## src/rtl/dcfifo_pkg.sv

```systemverilog
// Shared helpers for the dual-clock FIFO pointer controllers: Gray/binary
// conversion and depth computation.
package dcfifo_pkg;

  function automatic int depth_of(input int addr_width);
    return 1 << addr_width;
  endfunction

  function automatic int ptr_width_of(input int addr_width);
    return addr_width + 1;
  endfunction

  // Operands are carried in 32 bits; only the low `width` bits are meaningful.
  function automatic logic [31:0] bin2gray(input logic [31:0] bin, input int width);
    logic [31:0] masked;
    masked = bin & ((32'd1 << width) - 32'd1);
    return masked ^ (masked >> 1);
  endfunction

  function automatic logic [31:0] gray2bin(input logic [31:0] gray, input int width);
    logic [31:0] bin;
    bin = 32'd0;
    bin[width-1] = gray[width-1];
    for (int i = width - 2; i >= 0; i--) begin
      bin[i] = bin[i+1] ^ gray[i];
    end
    return bin;
  endfunction

endpackage

```

## src/rtl/dcfifo_wr_ptr_ctrl.sv

```systemverilog
// Write-domain pointer and flag controller: binary/Gray write pointer,
// RAM write strobe, and pessimistic full / almost-full / free-count flags.
module dcfifo_wr_ptr_ctrl
  import dcfifo_pkg::*;
#(
  parameter int ADDR_WIDTH = 4,
  parameter int AF_THRESH  = 2
) (
  input  logic                  clk,
  input  logic                  rst,
  input  logic                  wr_req,
  output logic                  wr_en,
  output logic [ADDR_WIDTH-1:0] wr_addr,
  output logic [ADDR_WIDTH:0]   wr_ptr_gray,
  input  logic [ADDR_WIDTH:0]   rd_ptr_gray_sync,
  output logic                  full,
  output logic                  almost_full,
  output logic [ADDR_WIDTH:0]   free_count
);

  localparam int PW    = ptr_width_of(ADDR_WIDTH);
  localparam int DEPTH = depth_of(ADDR_WIDTH);

  logic [PW-1:0] wr_bin_r;
  logic [PW-1:0] wr_gray_r;
  logic          full_r;
  logic          almost_full_r;
  logic [PW-1:0] free_count_r;

  logic          accept_s;
  logic [PW-1:0] wr_bin_next_s;
  logic [PW-1:0] wr_gray_next_s;
  logic [PW-1:0] rd_bin_s;
  logic [PW-1:0] full_match_s;
  logic [PW-1:0] used_next_s;
  logic [PW-1:0] free_next_s;
  logic          full_next_s;
  logic          almost_full_next_s;

  // Write acceptance and next-state pointer/flag computation
  always_comb begin
    accept_s = wr_req & ~full_r & ~rst;
    if (accept_s) begin
      wr_bin_next_s = wr_bin_r + {{(PW-1){1'b0}}, 1'b1};
    end else begin
      wr_bin_next_s = wr_bin_r;
    end
    wr_gray_next_s = PW'(bin2gray(32'(wr_bin_next_s), PW));
    rd_bin_s       = PW'(gray2bin(32'(rd_ptr_gray_sync), PW));
    // Full when the writer is exactly one lap ahead: top two Gray bits inverted.
    full_match_s   = {~rd_ptr_gray_sync[PW-1:PW-2], rd_ptr_gray_sync[PW-3:0]};
    full_next_s    = (wr_gray_next_s == full_match_s);
    used_next_s    = wr_bin_next_s - rd_bin_s;
    free_next_s    = PW'(DEPTH) - used_next_s;
    almost_full_next_s = (free_next_s <= PW'(AF_THRESH));
  end

  // Pointer and flag registers
  always_ff @(posedge clk) begin
    if (rst) begin
      wr_bin_r      <= {PW{1'b0}};
      wr_gray_r     <= {PW{1'b0}};
      full_r        <= 1'b0;
      almost_full_r <= 1'b0;
      free_count_r  <= PW'(DEPTH);
    end else begin
      wr_bin_r      <= wr_bin_next_s;
      wr_gray_r     <= wr_gray_next_s;
      full_r        <= full_next_s;
      almost_full_r <= almost_full_next_s;
      free_count_r  <= free_next_s;
    end
  end

  assign wr_en       = accept_s;
  assign wr_addr     = wr_bin_r[ADDR_WIDTH-1:0];
  assign wr_ptr_gray = wr_gray_r;
  assign full        = full_r;
  assign almost_full = almost_full_r;
  assign free_count  = free_count_r;

endmodule

```

## config.mk

```make
export PLATFORM = sky130hd
export DESIGN_NAME = dcfifo_wr_ptr_ctrl
export DESIGN_NICKNAME = d
export VERILOG_FILES = /design/src/rtl/dcfifo_pkg.sv /design/src/rtl/dcfifo_wr_ptr_ctrl.sv
export SDC_FILE = /design/constraint.sdc
export NUM_CORES = 1
export LEC_CHECK = 0
export ABC_AREA = 1
export CAP_MARGIN = 15
export CORE_MARGIN = 2
export CORE_UTILIZATION = 45
export CTS_BUF_LIST = sky130_fd_sc_hd__clkbuf_8
export DETAILED_ROUTE_END_ITERATION = 8
export GPL_TIMING_DRIVEN = 0
export PLACE_DENSITY = 0.8
export SKIP_CTS_REPAIR_TIMING = 1
export SLEW_MARGIN = 0
export SYNTH_ARGS = -nofsm -noshare
export SYNTH_HDL_FRONTEND = slang
export SYNTH_SLANG_ARGS = --single-unit
export TNS_END_PERCENT = 1
```

## constraint.sdc

```tcl
create_clock -name clk -period 2.6 [get_ports clk]
set_input_delay 0.78 -clock clk [delete_from_list [all_inputs] [get_ports clk]]
set_output_delay 0.78 -clock clk [all_outputs]
set_load 0.005 [all_outputs]
```

Word level (Yosys, flattened, before mapping)
Index checks and enable logic that the tools add are counted.
{ "classes": {"addsub": 3, "order_cmp": 1, "n_eq_ne": 1, "muxes": 1, "n_bitwise": 10} }
{ "ops": {"columns": ["op", "n"], "rows": [
  ["5-bit by 1-bit adder with 5-bit output (second input constant)", 1],
  ["5-bit == test", 1],
  ["5-bit by 2-bit <= comparator with 1-bit output (second input constant)", 1],
  ["5-bit 2-to-1 mux", 1],
  ["5-bit subtractor", 1],
  ["5-bit subtractor (first input constant)", 1],
  ["5-bit by 4-bit bitwise XOR with 5-bit output", 1],
  ["1-bit bitwise XOR", 4],
  ["1-bit bitwise AND", 2],
  ["1-bit NOT", 2],
  ["2-bit NOT", 1]
]} }
{ "totals": {"regBits": 17, "input_bits": 8, "wordCells": 21} }

Depth between registers and ports, before layout
Gate-level depths: netlist (run 1).
{ "depth": {"depth_word": 7, "depth_mapped": 17, "depth_no_buf": 17} }

Least setup slack after synthesis (run 1)
No wires, ideal clock.
{ "synth_path": {"path_kind": "input port to flip-flop", "startpoint": "in rd_ptr_gray_sync[3]", "endpoint": "reg almost_full_r (netlist: almost_full)", "setup_ps": 64, "arrival_time_ps": 2662, "t_required_ps": 2536, "path_slack_ps": -126, "path_stages": 12, "n_path_buf": 0, "cell_sequence": "xor2_1 > xor2_1 > xor2_1 > xor2_1 > ha_1 > inv_1 > ha_1 > inv_1 > fa_1 > xor2_1 > o211ai_1 > nor2_1"} }
{ "synth_via": {"elab_chain_cells": 7} }
{ "synth_lines": {"columns": ["item", "line_no", "text"], "rows": [
  ["from (decl)", "dcfifo_wr_ptr_ctrl.sv:15", "input logic [ADDR_WIDTH:0] rd_ptr_gray_sync,"],
  ["1-bit bitwise XOR *", "dcfifo_pkg.sv:25", "bin[i] = bin[i+1] ^ gray[i];"],
  ["1-bit bitwise XOR (3 in series)", "dcfifo_pkg.sv:25", null],
  ["5-bit subtractor *", "dcfifo_wr_ptr_ctrl.sv:53", "used_next_s = wr_bin_next_s - rd_bin_s;"],
  ["5-bit subtractor *", "dcfifo_wr_ptr_ctrl.sv:54", "free_next_s = PW'(DEPTH) - used_next_s;"],
  ["5-bit by 2-bit <= comparator with 1-bit output *", "dcfifo_wr_ptr_ctrl.sv:55", "almost_full_next_s = (free_next_s <= PW'(AF_THRESH));"],
  ["to (signal assigned)", "dcfifo_wr_ptr_ctrl.sv:70", "almost_full_r <= almost_full_next_s;"],
  ["to (decl)", "dcfifo_wr_ptr_ctrl.sv:27", "logic almost_full_r;"]
]} }
Mark *: on every way between the ends. The rest lies on a longest branch, timed or not.
A chain may end at the register's enable or synchronous reset.

Worst setup path in the final report (run 1)
Ends and elaborated chain as after synthesis.

==> tab_implementation.tex, run 1 <==
\begin{tabular}{lr}
\hline
Metric & Value \\
\hline
\multicolumn{2}{l}{\textbf{Status}} \\
\quad Result of the run & finished, violations left \\
\quad Failing checks & negative setup slack \\
\multicolumn{2}{l}{\textbf{Critical path}} \\
\quad Minimum setup slack among reg-to-reg paths & 0.21 ns \\
\quad Cell class contributing the biggest share of worst-path delay & XOR/XNOR gates \\
\quad Critical path startpoint category & input port \\
\quad FF-to-FF Start & wr\_bin\_r[0] \\
\quad Slowest stage cell on the critical path & sky130\_fd\_sc\_hd\_\_fa\_2 \\
\quad Number of buffers and inverters on the critical path & 3 \\
\quad Type of the setup path with the least slack & in2reg \\
\quad Critical path, cell by cell & buf\_8 -> xor2\_4 -> xor2\_2 -> xor2\_1 -> xor2\_1 -> ha\_2 -> inv\_2 -> ha\_4 -> inv\_2 -> fa\_2 -> xor2\_2 -> o211ai\_1 -> nor2\_1 \\
\quad Cell depth of the worst setup path & 13 \\
\quad Type of element capturing the critical path & flip-flop \\
\quad Maximum single-stage delay on the critical path & 0.38 ns \\
\quad Register-to-Register Path Depth & 11 \\
\quad Capture instance of the worst register-to-register path & almost\_full \\
\quad Required time of the critical path & 2.79 ns \\
\quad Critical path fanouts, max & 2 \\
\quad Data arrival time at the worst-slack endpoint & 2.85 ns \\
\multicolumn{2}{l}{\textbf{Floorplanning}} \\
\quad Core Region & 2000 um\^{}2 \\
\quad Chip Width & 50.7 um \\
\quad Standard-cell rows & 16 \\
\quad Effective utilization at floorplan & 48.9\% \\
\quad Die Footprint & 2570 um\^{}2 \\
\quad Die height & 50.7 um \\
\quad IO Count & 25 \\
\multicolumn{2}{l}{\textbf{Route}} \\
\quad Vias per cell & 5.14 \\
\quad Via Count & 1,058 \\
\quad Post-detailed-routing wire length & 2600 um \\
\quad Routed Antenna Nets & 0 \\
\quad First DRT Iteration DRCs & 37 \\
\quad Routed length per placed instance & 12.6 um \\
\quad First-pass iteration count of the detailed router & 4 \\
\quad DRC violations left & 0 \\
\multicolumn{2}{l}{\textbf{Power and ir drop}} \\
\quad Final Power & 0.000874 W \\
\quad Leak pwr & 0.683 nW \\
\quad Power density over the cells & 608 nW/um\^{}2 \\
\quad VDD IR max & 0.000474 V \\
\multicolumn{2}{l}{\textbf{Timing}} \\
\quad Total setup violations reported at the end of the flow & 2 \\
\quad Post-layout min period & 2.67 ns \\
\quad Unrepaired setup endpoints after global routing & yes \\
\quad Max Freq & 375 MHz \\
\quad Number of max-slew violations in the final report & 0 \\
\quad Post-route worst setup slack & -0.0654 ns \\
\quad Share of the clock period used by the worst path after layout & 103\% \\
\quad Hold violation total from the final report & 0 \\
\quad Worst Skew & 0.00518 ns \\
\quad Aggregate negative setup slack & -0.127 ns \\
\quad Pin slew with the least headroom to its limit & 0.502 ns \\
\quad Worst max-slew margin expressed relative to the limit & 66.5\% \\
\multicolumn{2}{l}{\textbf{Synth}} \\
\quad Mapped Cells & 146 \\
\quad Count of unique library cells instantiated by Yosys & 19 \\
\quad Portion of synthesized cell area occupied by the leading cell type & 32.7\% \\
\quad Area leader, netlist & sky130\_fd\_sc\_hd\_\_dfxtp\_1 \\
\quad Arithmetic-cell share of the synthesized area counting full adders, half adders and majority gates & 12.3\% \\
\quad Synth Area in Simple Gates & 36.8\% \\
\quad Post-Synthesis Mean Instance Area & 6.71 um\^{}2 \\
\quad Top\_reg\_cell synth & sky130\_fd\_sc\_hd\_\_dfxtp\_1 \\
\quad Synth Register Bits & 16 \\
\quad Share of synthesized area occupied by flip-flops and latches & 32.7\% \\
\quad Commonest cells in the netlist & sky130\_fd\_sc\_hd\_\_nand2\_1 (47), sky130\_fd\_sc\_hd\_\_inv\_1 (20), sky130\_fd\_sc\_hd\_\_dfxtp\_1 (16), sky130\_fd\_sc\_hd\_\_nor2\_1 (16), sky130\_fd\_sc\_hd\_\_nand3\_1 (14) \\
\quad Fraction of registers with async set or reset after synthesis & 0\% \\
\quad Cell with the most instances after synthesis & sky130\_fd\_sc\_hd\_\_nand2\_1 \\
\quad Main combinational cell family by area after synthesis & simple AND/OR/NAND/NOR gates \\
\quad Number of enable-type register cells in the synthesized netlist & 0 \\
\quad Post-synthesis instance area & 980 um\^{}2 \\
\quad Multiplexer area fraction after synthesis & 0\% \\
\quad Net count of the mapped netlist & 163 \\
\quad Biggest area contributors in the synthesized netlist & sky130\_fd\_sc\_hd\_\_dfxtp\_1 (33\%), sky130\_fd\_sc\_hd\_\_nand2\_1 (18\%), sky130\_fd\_sc\_hd\_\_ha\_1 (10\%) \\
\quad Xor/xnor share of the synthesized area & 4.47\% \\
\quad Synthesis Warnings & 0 \\
\quad Synthesized-area fraction occupied by ao, oa, aoi and oai cells & 4.60\% \\
\multicolumn{2}{l}{\textbf{GRT}} \\
\quad Met3 Track Usage GR & 3.57\% \\
\quad Pin count of the biggest net entering global routing & 11 \\
\quad Total global routing track utilization & 21.2\% \\
\quad Met1 track demand over resource & 23.5\% \\
\quad Gr busiest metal & met2 \\
\quad Antenna violations before repair & 0 \\
\quad GR Layer Usage met2 & 39.3\% \\
\quad Wire length of the first global-routing pass & 4140 um \\
\quad Total grt overflow & 0 \\
\quad Vias in the first global route & 999 \\
\multicolumn{2}{l}{\textbf{Clock tree}} \\
\quad Cell at the root of the clock tree & sky130\_fd\_sc\_hd\_\_clkbuf\_8 \\
\quad Number of buffers on the longest clock path & 2 \\
\quad Clock-pin slew on the worst setup and hold paths & 0.06 ns \\
\quad Max H-tree Level & 1 \\
\quad Clock insertion delay at the later pin of the skew report & 0.25 ns \\
\quad Clock sink count & 16 \\
\quad Number of buffers created by CTS & 3 \\
\quad TritonCTS clock tree & done \\
\multicolumn{2}{l}{\textbf{Worst hold path}} \\
\quad Endpoint of the worst hold-timing path & wr\_bin\_r[4] \\
\quad Hold Path Class & reg2reg \\
\quad Hold Path Origin & wr\_bin\_r[4] \\
\quad Hold Path Depth & 3 \\
\multicolumn{2}{l}{\textbf{Placed design}} \\
\quad Estimated wirelength of the detail-placed design & 1820 um \\
\quad Cell Area, Placed & 1270 um\^{}2 \\
\quad Place WS & -0.806 ns \\
\quad Number of input and output port buffers inserted & 24 \\
\quad Placer Congestion & 0.788 \\
\multicolumn{2}{l}{\textbf{Layout}} \\
\quad Area growth from synthesis to layout & 46.7\% \\
\quad Antenna Cells & 0 \\
\quad Final Cell Area & 1440 um\^{}2 \\
\quad Layout cell share with drive strength beyond 1 & 18.4\% \\
\quad Number of nets in the final layout & 197 \\
\quad Utilization after layout & 71.8\% \\
\multicolumn{2}{l}{\textbf{Run}} \\
\quad Maximum capacitance violations & 0 \\
\hline
\end{tabular}
## state kept, by name, indices dropped and copies added (netlist names)
signal and cells:
almost_full 1, free_count 5, full 1, wr_bin_r 5, wr_ptr_gray 4
## report_power, final
group	switching (W)	internal (W)	leakage [nW]
Clock	0.0000836	0.000134	0.0288
Combinational	0.000175	0.000191	0.523
Sequential	0.0000122	0.000278	0.131
## stage by stage
step                      std cells  hold slack (ns)
final                           206            0.663
after global routing            206            0.725
after CTS                       201            0.652
after detailed placement        197            0.633
after global placement          197            0.608
after floorplan                 146            0.577
## routing by layer
layer,wire length [um],share of wire [%]
met1,1050,40
met2,1330,51
met3,143,5.5
met4,78,3.0
met5,0,0
## worst register-to-register path: cells and delay by family (launching register included)
| family | cells | cell delay (ns) |
|---|---|---|
| fa+ha+maj | 4 | 1.14 |
| buf+inv | 2 | 0.13 |
| compound gates | 1 | 0.12 |
| xor+xnor | 1 | 0.19 |
| flops | 1 | 0.37 |
| simple gates | 3 | 0.37 |
## cell usage in the layout, fill, tap and decap left out
cell type,netlist,layout
sky130_fd_sc_hd__ha_2,0,1
sky130_fd_sc_hd__nand2_2,1,2
sky130_fd_sc_hd__clkdlybuf4s50_1,0,18
sky130_fd_sc_hd__buf_8,0,1
sky130_fd_sc_hd__ha_1,8,4
sky130_fd_sc_hd__xor2_2,0,2
sky130_fd_sc_hd__inv_1,20,17
sky130_fd_sc_hd__nand3_4,1,1
sky130_fd_sc_hd__xor2_4,0,1
sky130_fd_sc_hd__ha_4,0,3
sky130_fd_sc_hd__a21oi_2,0,1
sky130_fd_sc_hd__nand3_1,14,14
sky130_fd_sc_hd__nand2_1,47,46
sky130_fd_sc_hd__nor3_1,1,1
sky130_fd_sc_hd__o211ai_1,1,1
sky130_fd_sc_hd__nor2_2,1,1
sky130_fd_sc_hd__clkbuf_1,1,1
sky130_fd_sc_hd__fa_2,0,1
sky130_fd_sc_hd__clkbuf_8,0,4
sky130_fd_sc_hd__o21ai_1,1,1
sky130_fd_sc_hd__dfxtp_1,16,16
sky130_fd_sc_hd__clkbuf_2,0,2
sky130_fd_sc_hd__a21o_1,1,1
sky130_fd_sc_hd__inv_2,3,6
sky130_fd_sc_hd__dlymetal6s2s_1,0,2
sky130_fd_sc_hd__xor2_1,5,2
sky130_fd_sc_hd__nand4_1,3,3
sky130_fd_sc_hd__buf_6,0,1
sky130_fd_sc_hd__nor2_4,0,1
sky130_fd_sc_hd__nor2_1,16,15
sky130_fd_sc_hd__a21oi_1,5,4
sky130_fd_sc_hd__buf_4,0,5
## logic make-up after synthesis
kind of cell               Yosys count
buffers and inverters               24
adders and majority gates            9
xor gates and xnor gates             5
AOI/OAI and AO/OA                    8
DFF                                 16
and+or+nand+nor                     84
## worst max path at each step
| stage | from | to | slack (ns) |
|---|---|---|---|
| finish | rd_ptr_gray_sync[3] | almost_full | -0.07 |
| global route | rd_ptr_gray_sync[3] | almost_full | -0.18 |
| CTS | rd_ptr_gray_sync[4] | almost_full | -0.58 |
| detailed placement | rd_ptr_gray_sync[3] | almost_full | -0.81 |
| global placement | rd_ptr_gray_sync[3] | almost_full | -0.74 |
| floorplan | rd_ptr_gray_sync[4] | almost_full | -0.02 |
## area by class of cell
type / instances / area [um^2]
Fill cell: 173 / 564
Sequential cell: 16 / 320
Tap cell: 27 / 33.8
Inverter: 23 / 86.3
Multi-Input combinational cell: 106 / 659
Timing Repair Buffer: 29 / 279
Buffer: 1 / 3.75
Clock buffer: 4 / 55.1
No activity file was read; power rests on OpenSTA's default activity.
==> run 2: changes to the inputs <==
--- a/config.mk
+++ b/config.mk
@@ -6,7 +6,6 @@
 export NUM_CORES = 1
 export LEC_CHECK = 0
 export ABC_AREA = 1
-export CAP_MARGIN = 15
 export CORE_MARGIN = 2
 export CORE_UTILIZATION = 45
 export CTS_BUF_LIST = sky130_fd_sc_hd__clkbuf_8
==> results of run 2 <==
Same layout as run 1: the final DEF is identical, and so are final timing and power.
